[src/rtl/gfx_line_engine.sv]
// Bresenham line rasterizer: latches endpoints and colour from CPU strobes, then
// streams one pixel per valid/ready handshake toward the frame-buffer writer.
module gfx_line_engine #(
  parameter int CW = 10,
  parameter int EW = 12
) (
  input  logic          clk,
  input  logic          rst,
  input  logic [31:0]   line_color,
  input  logic [CW-1:0] line_point,
  input  logic          line_color_valid,
  input  logic          line_x0_valid,
  input  logic          line_y0_valid,
  input  logic          line_x1_valid,
  input  logic          line_y1_valid,
  input  logic          line_trigger,
  output logic          line_ready,
  output logic          pix_valid,
  input  logic          pix_ready,
  output logic [CW-1:0] pix_x,
  output logic [CW-1:0] pix_y,
  output logic [23:0]   pix_color
);

  typedef enum logic [1:0] {S_IDLE, S_SETUP1, S_SETUP2, S_DRAW} state_t;

  state_t                r_state;
  logic                  r_ready;
  logic                  r_pix_valid;
  logic [CW-1:0]         r_pix_x, r_pix_y;
  logic [CW-1:0]         r_x0, r_y0, r_x1, r_y1;
  logic [23:0]           r_color;
  logic                  r_steep;
  logic [CW-1:0]         r_wx0, r_wy0, r_wx1, r_wy1;
  logic [CW-1:0]         r_cx, r_cy;
  logic signed [EW-1:0]  r_dx, r_dy, r_err;
  logic                  r_ydec;

  // |a-b| computed on CW+1-bit signed deltas so the full coordinate range is safe
  function automatic logic [CW-1:0] abs_delta(input logic [CW-1:0] a, input logic [CW-1:0] b);
    logic signed [CW:0] d;
    d = $signed({1'b0, a}) - $signed({1'b0, b});
    if (d < 0) d = -d;
    return d[CW-1:0];
  endfunction

  function automatic logic signed [EW-1:0] widen(input logic [CW-1:0] v);
    return $signed({{(EW-CW){1'b0}}, v});
  endfunction

  logic                 w_unused_color;
  logic [CW-1:0]        w_adx, w_ady;
  logic                 w_steep;
  logic                 w_swap;
  logic [CW-1:0]        w_sx0, w_sy0, w_sx1, w_sy1;
  logic [CW-1:0]        w_dxu;
  logic signed [EW-1:0] w_dx, w_dy;
  logic signed [EW-1:0] w_e, w_nerr;
  logic                 w_last;
  logic [CW-1:0]        w_ncx, w_ncy;

  assign w_unused_color = &line_color[31:24];

  // SETUP1: steepness from the latched endpoints
  assign w_adx   = abs_delta(r_x1, r_x0);
  assign w_ady   = abs_delta(r_y1, r_y0);
  assign w_steep = w_ady > w_adx;

  // SETUP2: order the working endpoints so the major axis always increments
  assign w_swap = r_wx0 > r_wx1;
  assign w_sx0  = w_swap ? r_wx1 : r_wx0;
  assign w_sy0  = w_swap ? r_wy1 : r_wy0;
  assign w_sx1  = w_swap ? r_wx0 : r_wx1;
  assign w_sy1  = w_swap ? r_wy0 : r_wy1;
  assign w_dxu  = w_sx1 - w_sx0;
  assign w_dx   = widen(w_dxu);
  assign w_dy   = widen(abs_delta(w_sy1, w_sy0));

  // DRAW: next Bresenham step
  assign w_last = (r_cx == r_wx1);
  assign w_e    = r_err - r_dy;
  assign w_ncx  = r_cx + CW'(1);
  assign w_ncy  = (w_e < 0) ? (r_ydec ? r_cy - CW'(1) : r_cy + CW'(1)) : r_cy;
  assign w_nerr = (w_e < 0) ? w_e + r_dx : w_e;

  always_ff @(posedge clk) begin
    if (rst) begin
      r_state     <= S_IDLE;
      r_ready     <= 1'b1;
      r_pix_valid <= 1'b0;
      r_pix_x     <= '0;
      r_pix_y     <= '0;
      r_x0        <= '0;
      r_y0        <= '0;
      r_x1        <= '0;
      r_y1        <= '0;
      r_color     <= '0;
      r_steep     <= 1'b0;
      r_wx0       <= '0;
      r_wy0       <= '0;
      r_wx1       <= '0;
      r_wy1       <= '0;
      r_cx        <= '0;
      r_cy        <= '0;
      r_dx        <= '0;
      r_dy        <= '0;
      r_err       <= '0;
      r_ydec      <= 1'b0;
    end else begin
      if (r_ready) begin
        if (line_color_valid) r_color <= line_color[23:0];
        if (line_x0_valid)    r_x0    <= line_point;
        if (line_y0_valid)    r_y0    <= line_point;
        if (line_x1_valid)    r_x1    <= line_point;
        if (line_y1_valid)    r_y1    <= line_point;
      end
      case (r_state)
        S_IDLE: begin
          if (line_trigger) begin
            r_state <= S_SETUP1;
            r_ready <= 1'b0;
          end
        end
        S_SETUP1: begin
          r_steep <= w_steep;
          r_wx0   <= w_steep ? r_y0 : r_x0;
          r_wy0   <= w_steep ? r_x0 : r_y0;
          r_wx1   <= w_steep ? r_y1 : r_x1;
          r_wy1   <= w_steep ? r_x1 : r_y1;
          r_state <= S_SETUP2;
        end
        S_SETUP2: begin
          r_wx1       <= w_sx1;
          r_wy1       <= w_sy1;
          r_dx        <= w_dx;
          r_dy        <= w_dy;
          r_err       <= w_dx >>> 1;
          r_ydec      <= !(w_sy0 < w_sy1);
          r_cx        <= w_sx0;
          r_cy        <= w_sy0;
          r_pix_x     <= r_steep ? w_sy0 : w_sx0;
          r_pix_y     <= r_steep ? w_sx0 : w_sy0;
          r_pix_valid <= 1'b1;
          r_state     <= S_DRAW;
        end
        S_DRAW: begin
          if (pix_ready) begin
            if (w_last) begin
              r_pix_valid <= 1'b0;
              r_ready     <= 1'b1;
              r_state     <= S_IDLE;
            end else begin
              r_cx    <= w_ncx;
              r_cy    <= w_ncy;
              r_err   <= w_nerr;
              r_pix_x <= r_steep ? w_ncy : w_ncx;
              r_pix_y <= r_steep ? w_ncx : w_ncy;
            end
          end
        end
        default: r_state <= S_IDLE;
      endcase
    end
  end

  assign line_ready = r_ready;
  assign pix_valid  = r_pix_valid;
  assign pix_x      = r_pix_x;
  assign pix_y      = r_pix_y;
  assign pix_color  = r_color;

endmodule
[config.mk]
export PLATFORM = sky130hd
export DESIGN_NAME = gfx_line_engine
export DESIGN_NICKNAME = d
export VERILOG_FILES = /design/src/rtl/gfx_line_engine.sv
export SDC_FILE = /design/constraint.sdc
export NUM_CORES = 1
export LEC_CHECK = 0
export CAP_MARGIN = 20
export CORE_MARGIN = 2
export CORE_UTILIZATION = 40
export CTS_CLUSTER_DIAMETER = 40
export DETAILED_ROUTE_END_ITERATION = 6
export PLACE_DENSITY = 0.6
export SLEW_MARGIN = 20
export SYNTH_ARGS = -nofsm -noshare
export SYNTH_HDL_FRONTEND = slang
export SYNTH_SLANG_ARGS = --single-unit
[constraint.sdc]
create_clock -name clk -period 8 [get_ports clk]
set_input_delay 0.8 -clock clk [delete_from_list [all_inputs] [get_ports clk]]
set_output_delay 0.8 -clock clk [all_outputs]
set_load 0.05 [all_outputs]
==> metrics.md, run 1 <==
| Metric | Value |
|---|---|
| Status | `completed` |
| Wire length per cell | `16.93 um` |
| DR vias/cell | `5.583` |
| Area share of the largest cell type after synthesis | `29.26%` |
| Mapped Nets | `1831` |
| # IOs | `97` |
| Routability cong. | `0.8891` |
| # diodes | `0` |
| Layout Nets | `1840` |
| Min-delay worst type | `reg -> reg` |
| Worst path slowest cell | `a21o_1` |
| Die area | `0.03256 mm^2` |
| Max_cap viols | `0` |
| Port bufs | `88` |
| Placed instance area | `0.01355 mm^2` |
| Drt drc | `0` |
| Post-DP HPWL | `25900 um` |
| Initial core utilization | `40.71%` |
| Most frequent cells in the layout | `322 x nand2_1, 182 x dfxtp_1, 164 x nor2_1` |
| Largest register FFs | `24` |
| Core area | `0.03059 mm^2` |
| Die height | `180.4 um` |
| Max FO, Critical Path | `25` |
| Setup TNS | `0 ns` |
| Final wirelength | `35800 um` |
| CTS Sinks | `182` |
| Clock-pin slew on the worst setup and hold paths | `0.08 ns` |
| Slew @ Worst Pin | `1.005 ns` |
| Die span in x | `180.4 um` |
| Finished layout cell area | `0.01417 mm^2` |
| Share of cells above drive strength 1 | `4.479%` |
| Max Freq | `179.4 MHz` |
| Area leader, netlist | `dfxtp_1` |
| Routed Antenna Nets | `0` |
| Cts-stage hold buffer count | `0` |
| Rows | `64` |
| Grt total ovfl | `0` |
| Final Hold Vio Count | `0` |
| Gr usage total | `21.98%` |
| Fillers | `3144` |
| Yosys cell types | `75` |
| Worst setup SP type | `flip-flop` |
| Root Driver | `clkbuf_16` |
| Initial antenna violation count | `0` |
| Max incr delay on CP | `0.64 ns` |
| CTS Buffer Depth | `2` |
| Post-synth ARST share | `0%` |
| Postcts setup bufs | `0` |
| Top cells by area, synth | `dfxtp_1 29%, nand2_1 9.7%, ha_1 7.8%` |
| DRT Pass-1 Iters | `5` |
| Htree depth | `4` |
| Min cycle time layout | `5.575 ns` |
| Commonest non-fill, non-tap cell in the layout | `nand2_1` |
| Area growth syn-to-layout | `13.79%` |
| CTS Buf Count | `17` |
| RSZ-0062 raised after global routing | `false` |
| Flops & latches, synth | `182` |
| Worst EP required | `8.35 ns` |
| Tcrit/Tclk final | `69.69%` |
| Clk Latency, worst-skew pair | `0.45 ns` |
| Vias in the first global route | `11070` |
| Post-synthesis sequential area ratio | `29.26%` |
| Slew Limit Headroom | `33.01%` |
| Post-synth EDFFs | `0` |
| CTS tree | `built` |
| Main synth FF type | `dfxtp_1` |
| Syn Inst Count | `1697` |
| CP Data Arrival Time | `5.93 ns` |
| Largest net degree at the start of global routing | `95` |
| Clk_skew | `0.01232 ns` |
| First-pass GRT wire length | `58460 um` |
| WS Path Type | `reg -> reg` |
| Initial DRC Count | `789` |
| Count of final setup violators | `0` |
| Max-slew violations | `0` |
| DR vias | `11810` |
| PostCTS Resize Cnt | `0` |
| Post-synthesis area per instance | `7.338 um^2` |
| Post-synthesis instance area | `0.01245 mm^2` |
| Syn. warnings | `0` |
| CP Capture Type | `flip-flop` |
[cell type report]
class,instances,area (um^2),area share [%]
multi-input cells,1322,8115,57.27
well taps,396,495.5,3.496
repair buffers,103,994.7,7.019
inverters,80,300.3,2.119
flip-flops and latches,182,3643,25.71
clock buffers,17,425.4,3.002
clock inverters,15,196.4,1.386
[logic make-up (layout without fill, tap and decap cells)]
| logic type | Yosys count | after routing | synth area share (%) |
|---|---|---|---|
| XOR/XNOR | 99 | 99 | 7.023 |
| adder cells (fa/ha/maj) | 85 | 85 | 8.801 |
| buffers and inverters | 193 | 215 | 5.978 |
| multiplexers | 24 | 24 | 1.959 |
| AO/OA/AOI/OAI | 472 | 472 | 24.64 |
| AND/OR/NAND/NOR | 642 | 642 | 22.34 |
| flip-flops | 182 | 182 | 29.26 |
[worst max-delay path: cells and delay by family, from the launching register on]
family | cells | cell delay (ns)
buffers and inverters | 2 | 0.40
adders and majority gates | 2 | 0.64
and+or+nand+nor | 8 | 0.85
xor gates and xnor gates | 1 | 0.19
AOI/OAI and AO/OA | 13 | 2.98
DFF | 1 | 0.38
[stage by stage]
step | std cells | setup slack (ns) | hold slack (ns) | util, %
3_3_place_gp | 2083 | 2.470 | 0.4417 | 44.27
4_1_cts | 2115 | 2.469 | 0.4563 | 46.33
5_1_grt | 2115 | 1.807 | 0.4723 | 46.33
6_report | 2115 | 2.425 | 0.4553 | 46.33
3_5_place_dp | 2083 | 2.476 | 0.4454 | 44.29
2_1_floorplan | 1697 | 2.922 | 0.4319 | -
[cells in the mapped netlist, types with 5 or more instances]
| cell type | number |
|---|---|
| mux2i_1 | 21 |
| nand3_1 | 32 |
| xnor2_1 | 58 |
| a21o_1 | 18 |
| or3_1 | 11 |
| a31oi_1 | 31 |
| nand2b_1 | 19 |
| and4_1 | 5 |
| dfxtp_1 | 182 |
| o211ai_1 | 15 |
| fa_1 | 5 |
| nor2b_1 | 24 |
| o21ai_0 | 56 |
| ha_1 | 78 |
| a211oi_1 | 48 |
| and3_1 | 14 |
| buf_1 | 16 |
| o21bai_1 | 7 |
| inv_1 | 79 |
| o22ai_1 | 23 |
| nor4_1 | 7 |
| a21oi_1 | 165 |
| nand2_1 | 322 |
| o21a_1 | 7 |
| a211o_1 | 23 |
| nor2_1 | 165 |
| nand4_1 | 9 |
| xor2_1 | 40 |
| clkbuf_1 | 91 |
| o31ai_1 | 8 |
| nor3_1 | 13 |
| and2_1 | 8 |
| a311oi_1 | 22 |
[worst paths after layout]
path | startpoint | end | slack, ns | cells past startpoint
setup / recovery | r_y0[2]$_SDFFE_PP0P_ | flip-flop | 2.43 | 26
hold / removal | pix_color[4]$_SDFFE_PP0P_ | pix_color[4]$_SDFFE_PP0P_ | 0.46 | 2
setup reg to reg | r_y0[2]$_SDFFE_PP0P_ | flip-flop | 2.43 | 26
hold reg to reg | pix_color[4]$_SDFFE_PP0P_ | pix_color[4]$_SDFFE_PP0P_ | 0.46 | 2
[layer usage]
| metal | vias up | wire length (um) | global-route usage, % |
|---|---|---|---|
| li1 | 5954 | - | - |
| met1 | 5540 | 17000 | 30.38 |
| met2 | 281 | 16430 | 35.91 |
| met3 | 32 | 1774 | 3.254 |
| met4 | 0 | 599 | 5.516 |
| met5 | - | 0 | 0 |
Power of run 1 is not shown: default switching activity piles up to over one toggle a cycle in this logic, so the estimate is an artifact.
==> inputs of run 2 (changes only) <==
- PLACE_DENSITY: 0.6 -> 0.62
- clock period: 8 -> 4.98 ns (I/O delays scaled with it)
==> metrics.md, run 2 (synthesis results as in run 1) <==
| Metric | Value |
|---|---|
| Final wirelength | `36380 um` |
| Commonest non-fill, non-tap cell in the layout | `nand2_1` |
| CTS Buf Count | `17` |
| Wire length per cell | `16.94 um` |
| DP Worst Slack | `0.2392 ns` |
| Largest net degree at the start of global routing | `103` |
| Area growth syn-to-layout | `15.78%` |
| Worst R2R Path Depth | `18` |
| Clk Latency, worst-skew pair | `0.45 ns` |
| Rows | `64` |
| Placed instance area | `0.01378 mm^2` |
| Routed Antenna Nets | `0` |
| CTS Sinks | `182` |
| Worst Setup SP | `r_x1[1]$_SDFFE_PP0P_` |
| CP Capture Type | `flip-flop` |
| Max_cap viols | `0` |
| Worst r2r src | `r_x1[1]$_SDFFE_PP0P_` |
| Die height | `180.4 um` |
| CTS tree | `built` |
| Worst EP required | `5.31 ns` |
| Die area | `0.03256 mm^2` |
| Final WS setup | `0.3998 ns` |
| Grt total ovfl | `0` |
| DR vias/cell | `5.554` |
| Initial core utilization | `40.71%` |
| Final Hold Vio Count | `0` |
| Max-slew violations | `0` |
| Die span in x | `180.4 um` |
| Gr usage total | `22.13%` |
| Root Driver | `clkbuf_16` |
| Final hold slack | `0.4553 ns` |
| First-pass GRT wire length | `59180 um` |
| Max FO, Critical Path | `6` |
| RR Endpoint | `r_wy1[3]$_SDFFE_PP0P_` |
| Clk_skew | `0.01372 ns` |
| Max Freq | `218.3 MHz` |
| Routability cong. | `0.8839` |
| Finished layout cell area | `0.01442 mm^2` |
| Post-DP HPWL | `26410 um` |
| Drt drc | `2` |
| DRT Pass-1 Iters | `7` |
| Crit path to | `r_wy1[3]$_SDFFE_PP0P_` |
| WS Path Type | `reg -> reg` |
| CP Data Arrival Time | `4.91 ns` |
| FF-to-FF setup slack | `0.40 ns` |
| Initial antenna violation count | `0` |
| Worst setup SP type | `flip-flop` |
| Slew Limit Headroom | `40.15%` |
| CTS Buffer Depth | `2` |
| Core area | `0.03059 mm^2` |
| Tcrit/Tclk final | `91.97%` |
| Htree depth | `4` |
| Clock-pin slew on the worst setup and hold paths | `0.08 ns` |
| Layout Utilization | `47.14%` |
| Port bufs | `88` |
| Vias in the first global route | `11220` |
| Min-delay worst type | `reg -> reg` |
| Count of final setup violators | `0` |
| Status | `finished, violations left` |
| Slew @ Worst Pin | `0.8977 ns` |
| Hold Path Stages | `2` |
| # diodes | `0` |
| Largest register FFs | `24` |
| Initial DRC Count | `907` |
| DR vias | `11930` |
| Share of cells above drive strength 1 | `6.792%` |
| # IOs | `97` |
| Min cycle time layout | `4.580 ns` |
| Failing checks | `DRC` |
| Layout Nets | `1873` |
| Most frequent cells in the layout | `322 x nand2_1, 179 x dfxtp_1, 163 x nor2_1` |
[run 2: cell count changes in the layout (fill, tap and decap cells not counted), sizes merged]
| cell | change |
|---|---|
| clkinv | +3 |
| inv | -2 |
| buf | +33 |
| bufinv | -1 |
[run 2: worst min path at each step]
stage / start / endpoint
final: pix_color[7]$_SDFFE_PP0P_ / pix_color[7]$_SDFFE_PP0P_
after global routing: pix_color[5]$_SDFFE_PP0P_ / pix_color[5]$_SDFFE_PP0P_
after CTS: pix_color[7]$_SDFFE_PP0P_ / pix_color[7]$_SDFFE_PP0P_
after detailed placement: pix_color[7]$_SDFFE_PP0P_ / pix_color[7]$_SDFFE_PP0P_
after global placement: pix_color[23]$_SDFFE_PP0P_ / pix_color[23]$_SDFFE_PP0P_
after floorplan: r_err[0]$_SDFFE_PP0P_ / r_err[0]$_SDFFE_PP0P_
[run 2: cell type report]
cell class                 instances  area [um^2]
sequential                       182         3647
inverter                          80        300.3
tap                              396        495.5
clock inverter                    15        160.2
fill                            3076        16170
timing repair buffer             136         1242
multi-input combinational       1322         8148
clock buffer                      17        425.4
[run 2: worst max-delay path, cell delays in order (launching register included)]
cell       delay, ns
dfxtp_1         0.48
inv_1           0.10
fa_1            0.43
xor2_1          0.28
nand3_1         0.14
or3_1           0.40
or3_1           0.40
o31ai_1         0.31
xnor2_1         0.14
ha_1            0.31
nand4_1         0.16
nor3_2          0.17
inv_1           0.06
o221ai_1        0.21
nor2_2          0.08
a21oi_4         0.22
nand2_1         0.08
and3_1          0.19
a2111oi_0       0.31
[run 2: repair_timing]
item                                    CTS  global route
gates resized for setup                   0            13
hold buffers                              0             0
endpoints found under the setup margin    0            44
buffers inserted                          0             2
[run 2: metal layers]
metal	share of wire [%]	up-vias	global-route usage, %
li1	-	5998	-
met1	47	5622	30.29
met2	46	271	36.63
met3	4.3	40	3.092
met4	1.8	0	5.677
met5	0	-	0
[run 2: through the flow]
step	TNS, ns	std cells
global route	-0.008105	2148
detailed placement	0	2114
CTS	0	2146
finish	0	2148
global placement	0	2114
floorplan	0	1697
Power of run 2 is left out for the same reason.
==> inputs of run 3 (changes only) <==
- ABC_CLOCK_PERIOD_IN_PS: not set -> 4980
- CELL_PAD_IN_SITES_DETAIL_PLACEMENT: not set -> 1
- CELL_PAD_IN_SITES_GLOBAL_PLACEMENT: not set -> 1
- PLACE_DENSITY: 0.62 -> 0.8
==> metrics.md, run 3 (synthesis results as in run 1) <==
| Metric | Value |
|---|---|
| Most frequent cells in the layout | `322 x nand2_1, 178 x dfxtp_1, 163 x nor2_1` |
| # diodes | `0` |
| Min cycle time layout | `4.784 ns` |
| Tcrit/Tclk final | `96.07%` |
| Final Hold Vio Count | `0` |
| CTS tree | `built` |
| Htree depth | `4` |
| Worst R2R Path Depth | `21` |
| Max Freq | `209.0 MHz` |
| Count of final setup violators | `0` |
| Layout Nets | `1871` |
| Slew @ Worst Pin | `0.8403 ns` |
| Post-DP HPWL | `30020 um` |
| Rows | `64` |
| Grt total ovfl | `0` |
| Clk Latency, worst-skew pair | `0.46 ns` |
| Share of cells above drive strength 1 | `7.371%` |
| DR vias | `12290` |
| Min-delay worst type | `reg -> reg` |
| Cts-stage hold buffer count | `0` |
| Hold Path Stages | `2` |
| First-pass GRT wire length | `66160 um` |
| DR vias/cell | `5.726` |
| FF-to-FF setup slack | `0.20 ns` |
| Vias in the first global route | `12750` |
| Routed Antenna Nets | `0` |
| Initial DRC Count | `621` |
| CP Data Arrival Time | `5.15 ns` |
| Worst EP required | `5.35 ns` |
| Largest register FFs | `24` |
| Gr usage total | `24.90%` |
| Area growth syn-to-layout | `16.45%` |
| CTS Buffer Depth | `2` |
| Clk_skew | `0.01760 ns` |
| WS Path Type | `reg -> reg` |
| DRT Pass-1 Iters | `5` |
| Initial antenna violation count | `0` |
| Die span in x | `180.4 um` |
| Slew Limit Headroom | `43.98%` |
| Max FO, Critical Path | `6` |
| Worst setup SP type | `flip-flop` |
| Status | `completed` |
| Root Driver | `clkbuf_16` |
| Die area | `0.03256 mm^2` |
| Drt drc | `0` |
| Die height | `180.4 um` |
| Initial core utilization | `40.71%` |
| Largest net degree at the start of global routing | `97` |
| Routability cong. | `0.8447` |
| Critical path, cell by cell | `inv_1 -> ha_1 -> fa_2 -> xor2_2 -> nand3_1 -> or3_1 -> or3_1 -> o31ai_1 -> xnor2_1 -> ha_1 -> nand4_1 -> nor3_2 -> inv_1 -> o221ai_2 -> nor2_2 -> a21oi_4 -> buf_4 -> nor2_1 -> nor2_1 -> o21ai_0 -> a211oi_1` |
| Setup TNS | `0 ns` |
| Final wirelength | `40970 um` |
| CTS Sinks | `182` |
| Max-slew violations | `0` |
| Port bufs | `88` |
| Worst path slowest cell | `or3_1` |
| Max_cap viols | `0` |
| # IOs | `97` |
| Commonest non-fill, non-tap cell in the layout | `nand2_1` |
| CTS Buf Count | `17` |
| Wire length per cell | `19.09 um` |
| Final hold slack | `0.4562 ns` |
| Core area | `0.03059 mm^2` |
| Max incr delay on CP | `0.44 ns` |
| CP Capture Type | `flip-flop` |
| Clock-pin slew on the worst setup and hold paths | `0.08 ns` |
[run 3: worst paths after layout]
kind | end | from
max | flip-flop | r_y1[0]$_SDFFE_PP0P_
max reg2reg | flip-flop | r_y1[0]$_SDFFE_PP0P_
min | pix_color[5]$_SDFFE_PP0P_ | pix_color[5]$_SDFFE_PP0P_
min reg2reg | pix_color[5]$_SDFFE_PP0P_ | pix_color[5]$_SDFFE_PP0P_
[run 3: timing repair]
action,CTS,global route
pin swaps,0,3
endpoints found under the setup margin,3,51
endpoints found under the hold margin,0,0
gates resized for setup,1,31
setup buffers,0,5
gates cloned,0,1
[run 3: worst max-delay path, delay by kind of cell, from the launching register on]
family          cells  cell delay [ns]
compound gates      5             1.15
fa+ha+maj           3             0.91
buf+inv             3             0.33
xor+xnor            2             0.36
flops               1             0.42
simple gates        8             1.53
[run 3: per-layer routing]
layer  vias up  track usage [%]  part of all wire (%)
li1       6003                -                     -
met1      5994            30.57                    44
met2       213            43.68                    49
met3        77            3.941                   3.3
met4         0            9.484                   3.5
met5         -                0                     0
[run 3: cell type report]
| cell class | count | area (um^2) |
|---|---|---|
| Multi-Input combinational cell | 1322 | 8212 |
| Timing Repair Buffer | 134 | 1229 |
| Clock inverter | 14 | 187.7 |
| Clock buffer | 18 | 429.2 |
| Inverter | 80 | 300.3 |
| Fill cell | 3825 | 16090 |
| Sequential cell | 182 | 3649 |
| Tap cell | 396 | 495.5 |
[run 3: through the flow]
| step | worst slack [ns] | instances | cell area, um^2 | util [%] |
|---|---|---|---|---|
| floorplan | 0.05800 | 1697 | 12460 | - |
| global placement | 0.2918 | 2108 | 13730 | 44.89 |
| detailed placement | 0.09124 | 2108 | 13730 | 44.89 |
| CTS | 0.05453 | 2140 | 14360 | 46.93 |
| global route | -0.1540 | 2146 | 14500 | 47.41 |
| finish | 0.1957 | 2146 | 14500 | 47.41 |
Power of run 3 is left out for the same reason.
